$ cat config.mk
export PLATFORM = sky130hd
export DESIGN_NAME = imem_loader_flat
export DESIGN_NICKNAME = d
export VERILOG_FILES = /design/src/rtl/imem_loader_if.sv /design/src/rtl/imem_loader.sv /design/src/flat_wrapper.sv
export SDC_FILE = /design/constraint.sdc
export NUM_CORES = 1
export LEC_CHECK = 0
export BUFFER_PORTS_ARGS = -buffer_cell sky130_fd_sc_hd__buf_2
export CAP_MARGIN = 20
export CORE_MARGIN = 2
export CORE_UTILIZATION = 38
export DETAILED_ROUTE_END_ITERATION = 8
export PLACE_DENSITY = 0.64
export SETUP_SLACK_MARGIN = 0.2
export SLEW_MARGIN = 30
export SYNTH_ARGS = -nofsm -noshare
export SYNTH_HDL_FRONTEND = slang
export SYNTH_SLANG_ARGS = --single-unit
export TNS_END_PERCENT = 20
$ cat constraint.sdc
create_clock -name clk -period 4.1 [get_ports clk]
set_input_delay 0.82 -clock clk [delete_from_list [all_inputs] [get_ports clk]]
set_output_delay 0.82 -clock clk [all_outputs]
set_load 0.005 [all_outputs]
$ cat src/rtl/imem_loader_if.sv
// ============================================================================
// imem_loader_if: host byte stream plus instruction-RAM write port.
// Revision: 1.0
// ============================================================================
`default_nettype none

interface imem_loader_if #(
  parameter int ADDR_W = 9,
  parameter int DATA_W = 16
);
  logic [7:0]        in_data;
  logic              in_valid;
  logic              in_ready;
  logic              imem_we;
  logic [ADDR_W-1:0] imem_addr;
  logic [DATA_W-1:0] imem_wdata;

  modport master (
    input  in_data, in_valid,
    output in_ready, imem_we, imem_addr, imem_wdata
  );

  modport slave (
    output in_data, in_valid,
    input  in_ready, imem_we, imem_addr, imem_wdata
  );
endinterface

`default_nettype wire

$ cat src/rtl/imem_loader.sv
// ============================================================================
// imem_loader: unpacks a counted, XOR-checksummed byte frame into imem words.
// Revision: 1.0
// ============================================================================
`default_nettype none

module imem_loader #(
  parameter int ADDR_W = 9,
  parameter int DATA_W = 16,
  parameter int DEPTH  = 512
) (
  input  logic              clk,
  input  logic              reset,
  input  logic              start,
  imem_loader_if.master     bus,
  output logic              cpu_hold,
  output logic              load_done,
  output logic              load_err,
  output logic [ADDR_W:0]   words_written
);

  localparam logic [15:0] DEPTH_W = 16'(DEPTH);
  localparam int          CNT_PAD = 16 - (ADDR_W + 1);

  typedef enum logic [2:0] {
    IDLE    = 3'd0,
    CNT_HI  = 3'd1,
    CNT_LO  = 3'd2,
    DATA_HI = 3'd3,
    DATA_LO = 3'd4,
    CHECK   = 3'd5,
    DONE    = 3'd6,
    ERROR   = 3'd7
  } state_t;

  state_t          state;
  state_t          state_nxt;
  logic [15:0]     count;
  logic [7:0]      hi_byte;
  logic [7:0]      checksum;
  logic            busy;
  logic            accept;
  logic            can_start;
  logic [15:0]     count_full;
  logic [ADDR_W:0] words_inc;

  assign busy       = state inside {CNT_HI, CNT_LO, DATA_HI, DATA_LO, CHECK};
  assign bus.in_ready = busy;
  assign cpu_hold   = busy;
  assign load_done  = (state == DONE);
  assign load_err   = (state == ERROR);
  assign accept     = bus.in_valid && busy;
  assign can_start  = start && (state inside {IDLE, DONE, ERROR});
  assign count_full = {count[15:8], bus.in_data};
  assign words_inc  = words_written + 1'b1;

  always_ff @(posedge clk or posedge reset) begin
    if (reset) begin
      state <= IDLE;
    end else begin
      state <= state_nxt;
    end
  end

  always_comb begin
    state_nxt = state;
    case (state)
      IDLE:    if (start) state_nxt = CNT_HI;
      CNT_HI:  if (accept) state_nxt = CNT_LO;
      CNT_LO:  if (accept) state_nxt = (count_full == 16'd0 || count_full > DEPTH_W) ? ERROR : DATA_HI;
      DATA_HI: if (accept) state_nxt = DATA_LO;
      DATA_LO: if (accept) state_nxt = ({{CNT_PAD{1'b0}}, words_inc} == count) ? CHECK : DATA_HI;
      CHECK:   if (accept) state_nxt = (bus.in_data == checksum) ? DONE : ERROR;
      DONE:    if (start) state_nxt = CNT_HI;
      ERROR:   if (start) state_nxt = CNT_HI;
      default: state_nxt = IDLE;
    endcase
  end

  // Word index doubles as words_written, so no separate address counter.
  always_ff @(posedge clk or posedge reset) begin
    if (reset) begin
      count          <= '0;
      hi_byte        <= '0;
      checksum       <= '0;
      words_written  <= '0;
      bus.imem_we    <= 1'b0;
      bus.imem_addr  <= '0;
      bus.imem_wdata <= '0;
    end else begin
      bus.imem_we <= 1'b0;
      if (can_start) begin
        count         <= '0;
        checksum      <= '0;
        words_written <= '0;
      end
      if (accept) begin
        case (state)
          CNT_HI:  count[15:8] <= bus.in_data;
          CNT_LO:  count[7:0]  <= bus.in_data;
          DATA_HI: begin
            hi_byte  <= bus.in_data;
            checksum <= checksum ^ bus.in_data;
          end
          DATA_LO: begin
            checksum       <= checksum ^ bus.in_data;
            bus.imem_we    <= 1'b1;
            bus.imem_addr  <= words_written[ADDR_W-1:0];
            bus.imem_wdata <= DATA_W'({hi_byte, bus.in_data});
            words_written  <= words_inc;
          end
          default: ;
        endcase
      end
    end
  end

endmodule

`default_nettype wire

$ cat src/flat_wrapper.sv
// flat-port wrapper written by rule: the top's interface ports become plain ports
module imem_loader_flat 
#(
  parameter int ADDR_W = 9,
  parameter int DATA_W = 16,
  parameter int DEPTH  = 512
)
  (clk, reset, start, cpu_hold, load_done, load_err, words_written, bus_in_data, bus_in_valid, bus_in_ready, bus_imem_we, bus_imem_addr, bus_imem_wdata);
  imem_loader_if #(.ADDR_W(ADDR_W), .DATA_W(DATA_W)) bus_i ();
  input  logic clk;
  input  logic reset;
  input  logic start;
  output logic cpu_hold;
  output logic load_done;
  output logic load_err;
  output logic [ADDR_W:0] words_written;
  input wire logic [$bits(bus_i.in_data)-1:0] bus_in_data;
  input wire logic [$bits(bus_i.in_valid)-1:0] bus_in_valid;
  output wire logic [$bits(bus_i.in_ready)-1:0] bus_in_ready;
  output wire logic [$bits(bus_i.imem_we)-1:0] bus_imem_we;
  output wire logic [$bits(bus_i.imem_addr)-1:0] bus_imem_addr;
  output wire logic [$bits(bus_i.imem_wdata)-1:0] bus_imem_wdata;
  assign bus_i.in_data = bus_in_data;
  assign bus_i.in_valid = bus_in_valid;
  assign bus_in_ready = bus_i.in_ready;
  assign bus_imem_we = bus_i.imem_we;
  assign bus_imem_addr = bus_i.imem_addr;
  assign bus_imem_wdata = bus_i.imem_wdata;
  imem_loader #(.ADDR_W(ADDR_W), .DATA_W(DATA_W), .DEPTH(DEPTH)) u_core (.clk(clk), .reset(reset), .start(start), .bus(bus_i), .cpu_hold(cpu_hold), .load_done(load_done), .load_err(load_err), .words_written(words_written));
endmodule
==> impl_metrics.csv, run 1 <==
group,metric,value,unit
detailed_routing,drt_iter0_markers,96,
power_and_ir_drop,power_density,650.2,nW/µm²
clock_network,cts_buffer_depth,2,
clock_network,clock_sinks,71,
sta,setup_viol,0,
yosys,synth_fp_nets,376,
die,rows,34,
yosys,async_reset_ff_frac,1.000,
yosys,seq_area_frac_synth,0.5132,
die,initial_core_util,0.3951,
power_and_ir_drop,power_frac_comb,0.346,
power_and_ir_drop,leakage,0.002007,µW
yosys,muxShareOfSynthArea,0.03506,
power_and_ir_drop,peakVddDrop,274.5,µV
detailed_routing,postRouteAntennaNets,0,
worst_setup_path,cp-start-kind,"flop",
clock_network,cts_root_buffer,"clkbuf_8",
sta,slew_headroom,0.4390,
worst_setup_path,cp_max_fo,36,
die,die-area,9890,µm²
worst_setup_path,path_class,"flop to flop",
grt,grt_first_pass_wirelength,13.05,mm
power_and_ir_drop,p_sw,909.5,µW
grt,grt_max_degree,44,
final_layout,multi_input_area,1528,µm²
sta,tightest_slew,0.8351,ns
die,die_y,99.45,µm
sta,fmax,399.7,MHz
die,io_pins,52,
power_and_ir_drop,clockPowerShare,0.218,
yosys,synth.area.top_cells,"dfrtp_1, nand2_1, a22o_1",
detailed_routing,drc_errors,0,
yosys,synth_top_cell_area_share,0.5132,
grt,antenna_found_initial,0,
yosys,synth_edf_count,0,
outcome,status,"finished clean",
die,core,8763,µm²
final_layout,drive_gt1_frac,0.2200,
worst_setup_path,critPathArrivalTime,2.71,ns
clock_network,postCtsHoldBufs,0,
sta,hold_viol,0,
sta,setup_tns,0,ns
yosys,synth_area_leader_cell,"dfrtp_1",
yosys,synth_compound_area_frac,0.1402,
detailed_routing,wl,7.497,mm
final_layout,syn2layout_area_growth,13.99,%
final_layout,fin_nets,418,
yosys,synthSimpleGateAreaFrac,0.2248,
placement,dp_hpwl,5.248,mm
grt,grt_pass1_vias,2620,
sta,period_needed,2.502,ns
clock_network,htreeDepth,3,
min_path,hp-class,"flop to flop",
placement,port_buffers,51,
worst_setup_path,r2r_slack,1.60,ns
power_and_ir_drop,p_int,1656,µW
final_layout,antenna_cells,0,
power_and_ir_drop,switching_share,0.3545,
final_layout,fillers,871,
sta,post-route-period-util,0.6103,
detailed_routing,wl_per_cell,14.50,µm
yosys,synthAdderAreaFrac,0.003614,
worst_setup_path,required,4.31,ns
yosys,synth-xor-area-share,0.03759,
clock_network,insertion_delay,0.35,ns
final_layout,ff_latch_area,1777,µm²
yosys,ys.flop_type,"dfrtp_1",
yosys,synthCells,363,
detailed_routing,vias,2709,
sta,finalMaxSlewViolations,0,
worst_setup_path,cp-end-kind,"flop",
clock_network,cts.clk_slew.worst_paths,0.07,ns
yosys,syn-cell-area,3462,µm²
yosys,synth-seq-cells,71,
placement,placed_area,3747,µm²
clock_network,cts_resized,0,
sta,finalClockSkew,0.01370,ns
job,max_cap_viol_count,0,
clock_network,cts_tree,"built",
yosys,yosys_warnings,0,
yosys,syn_avg_cell_area,9.537,µm²
yosys,synth_top_family_by_area,"simple AND/OR/NAND/NOR gates",
power_and_ir_drop,seqPwrFrac,0.436,
grt,grt-ovfl-total,0,
clock_network,numCtsBuffers,9,
detailed_routing,vias_per_cell,5.240,
final_layout,stdcell_area,3946,µm²
clock_network,postCtsSetupBuffers,0,
detailed_routing,first_pass_iters,5,
sta,rsz0062_at_grt,"false",
yosys,synth_cell_types,51,
die,die_x,99.45,µm
placement,routabilityCongestion,0.8163,
grt,grt_use_total,0.1677,
routing by layer:
layer,global-route usage,share of wire,vias up
met5,0,0,-
met4,0.04636,0.0073,0
met3,0.05271,0.056,6
met2,0.2583,0.47,71
met1,0.2297,0.47,1304
li1,-,-,1328
final cells by class:
type,count,area share
multi-input combinational,262,0.3871
clock inverter,3,0.01078
clock buffer,12,0.03932
tap,108,0.03424
inverter,6,0.006024
timing repair buffer,55,0.07229
sequential,71,0.4502
critical path: stages, from the launching register on:
cell,delay [ns]
dfrtp_1,0.61
inv_1,0.17
or3_1,0.39
buf_4,0.25
inv_2,0.47
nor2_2,0.21
o21ai_1,0.18
o31ai_1,0.08
worst paths after layout:
kind	start	end	cells past startpoint
setup reg to reg	u_core.state[2]$_DFFE_PP0P_	u_core.words_written[7]$_DFF_PP0_	7
setup / recovery	u_core.state[2]$_DFFE_PP0P_	u_core.words_written[7]$_DFF_PP0_	7
max in group asynchronous	reset	u_core.words_written[5]$_DFF_PP0_	3
hold reg to reg	u_core.bus.imem_addr[7]$_DFFE_PP0P_	u_core.bus.imem_addr[7]$_DFFE_PP0P_	2
min in group asynchronous	reset	u_core.bus.imem_wdata[3]$_DFFE_PP0P_	2
hold / removal	u_core.bus.imem_addr[7]$_DFFE_PP0P_	u_core.bus.imem_addr[7]$_DFFE_PP0P_	2
metrics by stage:
stage	util	std cells	worst slack, ns	hold WS, ns	power (µW)
floorplan	-	363	1.483	0.4331	1755
global placement	0.4276	502	1.408	0.4532	2005
detailed placement	0.4276	502	1.367	0.4484	2031
CTS	0.4502	517	1.611	0.4773	2598
global route	0.4503	517	1.303	0.4967	2779
finish	0.4503	517	1.598	0.4696	2566
synthesized netlist by cell type, types with 2 or more instances:
library cell   n
a21oi_1        7
a22o_1        17
a31oi_1        5
and2_1         2
and3_1         2
and3_4         2
and3b_1        2
buf_1          2
buf_2          6
buf_4          4
buf_6          3
clkbuf_1       9
dfrtp_1       71
inv_1          5
mux2_2         8
mux2i_1        2
nand2_1       97
nand2b_1      11
nand3_1        6
nand4_1        3
nor2_1        13
nor2b_1        2
nor3_1         7
nor3b_1        2
nor4_1         2
o2111ai_1      2
o21ai_0        6
o21ai_1       29
o31ai_1        2
or3_1          2
xnor2_1        8
xor2_1         5
cells in the final DEF (no fill, tap or decap), types with 2 or more instances in the layout:
cell type / instances
nor3b_1: 2
and2_1: 2
and3b_1: 2
clkinv_2: 2
nor2_1: 13
buf_2: 51
nand2b_1: 11
nor3_1: 7
o31ai_1: 2
clkbuf_8: 11
and3_4: 2
o21ai_1: 29
buf_4: 4
mux2_2: 8
a31oi_1: 5
dfrtp_1: 71
or3_1: 2
nand4_1: 3
o21ai_0: 6
nor4_1: 2
nand2_1: 97
xnor2_1: 8
nand3_1: 6
o2111ai_1: 2
and3_1: 2
mux2i_1: 2
inv_1: 4
a22o_1: 17
a21oi_1: 7
xor2_1: 5
nor2b_1: 2
state kept, by name, summed over array words and instances (netlist names):
signal                 count
u_core.bus.imem_wdata     16
u_core.count              16
u_core.words_written      10
u_core.bus.imem_addr       9
u_core.checksum            8
u_core.hi_byte             8
u_core.state               3
u_core.bus.imem_we         1
power groups by stage:
stage,sequential (µW),clock (µW),combinational (µW)
global route,1160,603,1020
detailed placement,1130,0,900
finish,1120,560,888
global placement,1120,0,882
floorplan,1070,0,681
CTS,1120,575,905
cells by family after synthesis:
family / Yosys count
AO/OA/AOI/OAI: 74
XOR/XNOR: 14
adder cells (fa/ha/maj): 1
buffers and inverters: 30
flip-flops: 71
multiplexers: 11
AND/OR/NAND/NOR: 162
Power figures use the tool's default switching activity.
==> inputs of run 2 (changes only) <==
--- a/config.mk
+++ b/config.mk
@@ -10,7 +10,7 @@
 export CORE_MARGIN = 2
 export CORE_UTILIZATION = 38
 export DETAILED_ROUTE_END_ITERATION = 8
-export PLACE_DENSITY = 0.64
+export PLACE_DENSITY = 0.66
 export SETUP_SLACK_MARGIN = 0.2
 export SLEW_MARGIN = 30
 export SYNTH_ARGS = -nofsm -noshare
==> constraint.sdc (replaced) <==
create_clock -name clk -period 2.1 [get_ports clk]
set_input_delay 0.42 -clock clk [delete_from_list [all_inputs] [get_ports clk]]
set_output_delay 0.42 -clock clk [all_outputs]
set_load 0.005 [all_outputs]
==> impl_metrics.csv, run 2 (synthesis gave the netlist of run 1 again) <==
group,metric,value,unit
placement,dpl_worst_slack,0.1719,ns
sta,hold_viol,0,
final_layout,layout_common_cells,"nand2_1, dfrtp_1, buf_2, o21ai_1, buf_4",
grt,grt_use_total,0.1749,
worst_setup_path,r2r_slack,0.24,ns
sta,finalMaxSlewViolations,0,
die,die-area,9890,µm²
detailed_routing,drt_iter0_markers,113,
die,io_pins,52,
final_layout,drive_gt1_frac,0.2676,
worst_setup_path,cp_max_fo,7,
sta,setup_tns,0,ns
placement,routabilityCongestion,0.8388,
sta,finalClockSkew,0.01100,ns
clock_network,insertion_delay,0.35,ns
worst_setup_path,cp-start-kind,"flop",
grt,grt_max_degree,55,
placement,dp_hpwl,5.603,mm
clock_network,htreeDepth,3,
power_and_ir_drop,leakage,0.002108,µW
clock_network,postCtsSetupBuffers,0,
detailed_routing,wl,8.128,mm
die,rows,34,
worst_setup_path,cpMaxStageDelayCell,"dfrtp_1",
job,max_cap_viol_count,0,
power_and_ir_drop,peakVddDrop,548.1,µV
outcome,status,"finished clean",
grt,antenna_found_initial,0,
worst_setup_path,endpoint,"u_core.state[1]$_DFFE_PP0P_",
placement,port_buffers,51,
detailed_routing,vias_per_cell,5.258,
die,die_x,99.45,µm
worst_setup_path,required,2.34,ns
sta,period_needed,1.859,ns
clock_network,cts.clk_slew.worst_paths,0.08,ns
grt,grt_pass1_vias,2747,
die,initial_core_util,0.3951,
grt,grt_first_pass_wirelength,13.68,mm
worst_setup_path,cp_slowest_stage_delay,0.40,ns
detailed_routing,postRouteAntennaNets,0,
clock_network,clock_sinks,71,
worst_setup_path,r2r_start,"u_core.words_written[0]$_DFF_PP0_",
final_layout,syn2layout_area_growth,20.06,%
clock_network,postCtsHoldBufs,0,
worst_setup_path,path_class,"flop to flop",
clock_network,cts_buffer_depth,2,
power_and_ir_drop,power_density,1315,nW/µm²
grt,grt-ovfl-total,0,
sta,setup_viol,0,
clock_network,numCtsBuffers,9,
sta,rsz0062_at_grt,"true",
clock_network,cts_tree,"built",
final_layout,largestRegisters,"u_core.bus.imem_wdata: 16 flops, u_core.count: 16 flops, u_core.words_written: 10 flops",
sta,slew_headroom,0.6084,
sta,worst_slack,0.2407,ns
detailed_routing,drc_errors,0,
clock_network,cts_resized,1,
final_layout,antenna_cells,0,
min_path,hp-class,"input port to asynchronous set/reset pin",
worst_setup_path,r2r-end,"u_core.state[1]$_DFFE_PP0P_",
final_layout,final_common_cell,"nand2_1",
final_layout,fin_nets,434,
die,core,8763,µm²
sta,tightest_slew,0.5842,ns
worst_setup_path,critPathArrivalTime,2.10,ns
clock_network,cts_root_buffer,"clkbuf_8",
sta,post-route-period-util,0.8854,
die,die_y,99.45,µm
worst_setup_path,path_cells,"ha_4, and4_4, a21boi_2, or3_1, a21oi_1, a31oi_1, o31a_1",
worst_setup_path,crit_start,"u_core.words_written[0]$_DFF_PP0_",
detailed_routing,wl_per_cell,15.22,µm
sta,fmax,537.8,MHz
detailed_routing,first_pass_iters,4,
worst_setup_path,reg2regPathDepth,7,
worst_setup_path,cp-end-kind,"flop",
detailed_routing,vias,2808,
[run 2: report_power, final]
| part | switching (µW) | internal [µW] |
|---|---|---|
| registers | 318 | 1820 |
| clock network | 538 | 793 |
| logic | 1060 | 945 |
| total | 1910 | 3550 |
[run 2: worst min path at each step]
stage                                              from                               endpoint  slack [ns]
after global routing                              reset   u_core.bus.imem_wdata[9]$_DFFE_PP0P_        0.08
after detailed placement                          reset  u_core.bus.imem_wdata[13]$_DFFE_PP0P_        0.45
after global placement                            reset  u_core.bus.imem_wdata[13]$_DFFE_PP0P_        0.44
after CTS                                         reset  u_core.bus.imem_wdata[11]$_DFFE_PP0P_        0.06
after floorplan           u_core.hi_byte[2]$_DFFE_PP0P_  u_core.bus.imem_wdata[10]$_DFFE_PP0P_        0.43
final                                             reset  u_core.bus.imem_wdata[11]$_DFFE_PP0P_        0.06
[run 2: routing by layer]
| metal | vias up | GRT usage | wire length [µm] |
|---|---|---|---|
| met1 | 1372 | 0.2384 | 3731 |
| met2 | 76 | 0.2765 | 3901 |
| met3 | 7 | 0.04498 | 410 |
| li1 | 1353 | - | - |
| met4 | 0 | 0.05163 | 84 |
| met5 | - | 0 | 0 |
[run 2: stage by stage]
step | instance area (µm²) | std cells | hold slack (ns) | util | total power, µW
after floorplan | 3466 | 363 | 0.4331 | - | 3427
after global placement | 3884 | 518 | 0.4394 | 0.4432 | 4045
after detailed placement | 3884 | 518 | 0.4493 | 0.4432 | 4120
after CTS | 4130 | 534 | 0.06067 | 0.4713 | 5474
after global routing | 4156 | 534 | 0.08463 | 0.4743 | 5844
final | 4156 | 534 | 0.06359 | 0.4743 | 5465
[run 2: worst max-delay path, delay by kind of cell (launching register included)]
family          cells  cell delay, ns
compound gates      4            0.56
simple gates        2            0.60
fa+ha+maj           1            0.18
flops               1            0.40
[run 2: final cells by class]
class	count	area (µm²)
sequential	71	1779
fill	847	4607
multi-input combinational	262	1554
tap	108	135.1
timing repair buffer	71	417.9
clock buffer	9	123.9
clock inverter	7	120.1
inverter	6	26.28
==> inputs of run 3 (changes only) <==
--- a/config.mk
+++ b/config.mk
@@ -10,7 +10,7 @@
 export CORE_MARGIN = 2
 export CORE_UTILIZATION = 38
 export DETAILED_ROUTE_END_ITERATION = 8
-export PLACE_DENSITY = 0.66
+export PLACE_DENSITY = 0.64
 export SETUP_SLACK_MARGIN = 0.2
 export SLEW_MARGIN = 30
 export SYNTH_ARGS = -nofsm -noshare
==> constraint.sdc (replaced) <==
create_clock -name clk -period 2.3 [get_ports clk]
set_input_delay 0.46 -clock clk [delete_from_list [all_inputs] [get_ports clk]]
set_output_delay 0.46 -clock clk [all_outputs]
set_load 0.005 [all_outputs]
==> impl_metrics.csv, run 3 (synthesis gave the netlist of run 1 again) <==
group,metric,value,unit
final_layout,fillers,841,
clock_network,postCtsHoldBufs,0,
final_layout,antenna_cells,0,
grt,grt_first_pass_wirelength,13.55,mm
sta,tightest_slew,0.5741,ns
detailed_routing,drt_iter0_markers,206,
die,initial_core_util,0.3951,
detailed_routing,wl,7.966,mm
placement,placed_area,3844,µm²
job,max_cap_viol_count,0,
worst_setup_path,r2r_slack,0.35,ns
worst_setup_path,path_buf_inv,1,
detailed_routing,wl_per_cell,15.12,µm
clock_network,cts_root_buffer,"clkbuf_8",
clock_network,htreeDepth,3,
placement,routabilityCongestion,0.8521,
worst_setup_path,cp_slowest_stage_delay,0.56,ns
worst_setup_path,cpMaxStageDelayCell,"dfrtp_1",
clock_network,numCtsBuffers,9,
die,die_x,99.45,µm
sta,period_needed,1.962,ns
power_and_ir_drop,leakage,0.002070,µW
clock_network,cts_tree,"built",
sta,fmax,509.6,MHz
final_layout,final_common_cell,"nand2_1",
detailed_routing,postRouteAntennaNets,0,
detailed_routing,vias_per_cell,5.154,
worst_setup_path,endpoint,"cpu_hold",
sta,hold_viol,0,
detailed_routing,vias,2716,
final_layout,largestRegisters,"u_core.bus.imem_wdata: 16 flops, u_core.count: 16 flops, u_core.words_written: 10 flops",
die,io_pins,52,
clock_network,cts.clk_slew.worst_paths,0.08,ns
clock_network,clock_sinks,71,
worst_setup_path,crit_start,"u_core.state[0]$_DFFE_PP0P_",
detailed_routing,first_pass_iters,4,
sta,rsz0062_at_grt,"false",
final_layout,drive_gt1_frac,0.2387,
final_layout,utilization,0.4660,
placement,dp_hpwl,5.390,mm
detailed_routing,drc_errors,0,
grt,grt_use_total,0.1752,
worst_setup_path,reg2regPathDepth,7,
worst_setup_path,path_cells,"nor3_1, a21oi_1, buf_2",
power_and_ir_drop,total_power,4878,µW
sta,finalClockSkew,0.01211,ns
sta,finalMaxSlewViolations,0,
worst_setup_path,cp-start-kind,"flop",
final_layout,syn2layout_area_growth,17.96,%
worst_setup_path,r2r_start,"u_core.words_written[1]$_DFF_PP0_",
sta,slew_headroom,0.6165,
clock_network,insertion_delay,0.35,ns
die,core,8763,µm²
die,die_y,99.45,µm
die,rows,34,
sta,post-route-period-util,0.8531,
die,die-area,9890,µm²
worst_setup_path,path_class,"flop to output pin",
worst_setup_path,cp_max_fo,14,
final_layout,stdcell_area,4084,µm²
worst_setup_path,r2r-end,"u_core.state[1]$_DFFE_PP0P_",
clock_network,postCtsSetupBuffers,0,
worst_setup_path,cp-end-kind,"output pin",
sta,setup_viol,0,
final_layout,fin_nets,427,
worst_setup_path,cp.depth,3,
final_layout,layout_common_cells,"nand2_1, dfrtp_1, buf_2, o21ai_1, a22o_1",
sta,setup_tns,0,ns
power_and_ir_drop,power_density,1194,nW/µm²
grt,grt_pass1_vias,2683,
grt,grt-ovfl-total,0,
outcome,status,"finished clean",
grt,antenna_found_initial,0,
power_and_ir_drop,peakVddDrop,502.1,µV
worst_setup_path,cp_top_family,"flip-flops",
min_path,hp-class,"input port to asynchronous set/reset pin",
placement,port_buffers,51,
worst_setup_path,critPathArrivalTime,1.50,ns
grt,grt_max_degree,48,
clock_network,cts_buffer_depth,2,
worst_setup_path,required,1.84,ns
-- run 3: cell count changes in the layout (fill, tap and decap cells not counted), moves of 2 or more --
cell,before,now
clkbuf_1,0,2
dfrtp_2,2,0
buf_4,19,11
dfrtp_1,69,71
nor3_1,5,7
nor3_2,2,0
-- run 3: worst min path at each step --
stage                                        from                                    end  slack [ns]  cells after the start
global route                                reset  u_core.bus.imem_wdata[12]$_DFFE_PP0P_        0.19                      2
finish                                      reset  u_core.bus.imem_wdata[12]$_DFFE_PP0P_        0.16                      2
CTS                                         reset          u_core.hi_byte[3]$_DFFE_PP0P_        0.16                      2
detailed placement  u_core.hi_byte[1]$_DFFE_PP0P_   u_core.bus.imem_wdata[9]$_DFFE_PP0P_        0.46                      2
floorplan           u_core.hi_byte[2]$_DFFE_PP0P_  u_core.bus.imem_wdata[10]$_DFFE_PP0P_        0.43                      2
global placement    u_core.hi_byte[0]$_DFFE_PP0P_   u_core.bus.imem_wdata[8]$_DFFE_PP0P_        0.45                      2
-- run 3: final cells by class --
class | instances | area (µm²) | share of cell area
clock buffers | 11 | 131.4 | 0.03217
clock inverters | 5 | 106.4 | 0.02604
inverters | 6 | 26.28 | 0.006434
multi-input cells | 262 | 1530 | 0.3747
flip-flops and latches | 71 | 1777 | 0.4350
well taps | 108 | 135.1 | 0.03309
repair buffers | 64 | 377.9 | 0.09252
-- run 3: layer usage --
layer	routed length, µm	track usage	up-vias
li1	-	-	1342
met1	3912	0.2433	1308
met2	3585	0.2666	54
met3	339	0.04568	12
met4	129	0.06112	0
met5	0	0	-
-- run 3: worst reg2reg max path: cells and delay by family (launching register included) --
kind / cells / cell delay, ns
flops: 1 / 0.42
fa+ha+maj: 1 / 0.26
compound gates: 4 / 0.54
simple gates: 2 / 0.61
-- run 3: power by group --
group / switching (µW) / internal (µW)
Clock: 472 / 723
Sequential: 272 / 1660
Combinational: 940 / 814
-- run 3: per-stage QoR --
stage                     cells  hold slack, ns  worst slack, ns
final                       527          0.1587           0.3378
after detailed placement    511          0.4567           0.3376
after global placement      511          0.4519           0.3729
after floorplan             363          0.4331           0.3771
after CTS                   527          0.1601           0.3156
after global routing        527          0.1869           0.2102
-- run 3: what timing repair did --
item,4_1_cts,5_1_grt
gates resized for setup,0,1
endpoints found under the setup margin,0,2
endpoints found under the hold margin,0,0
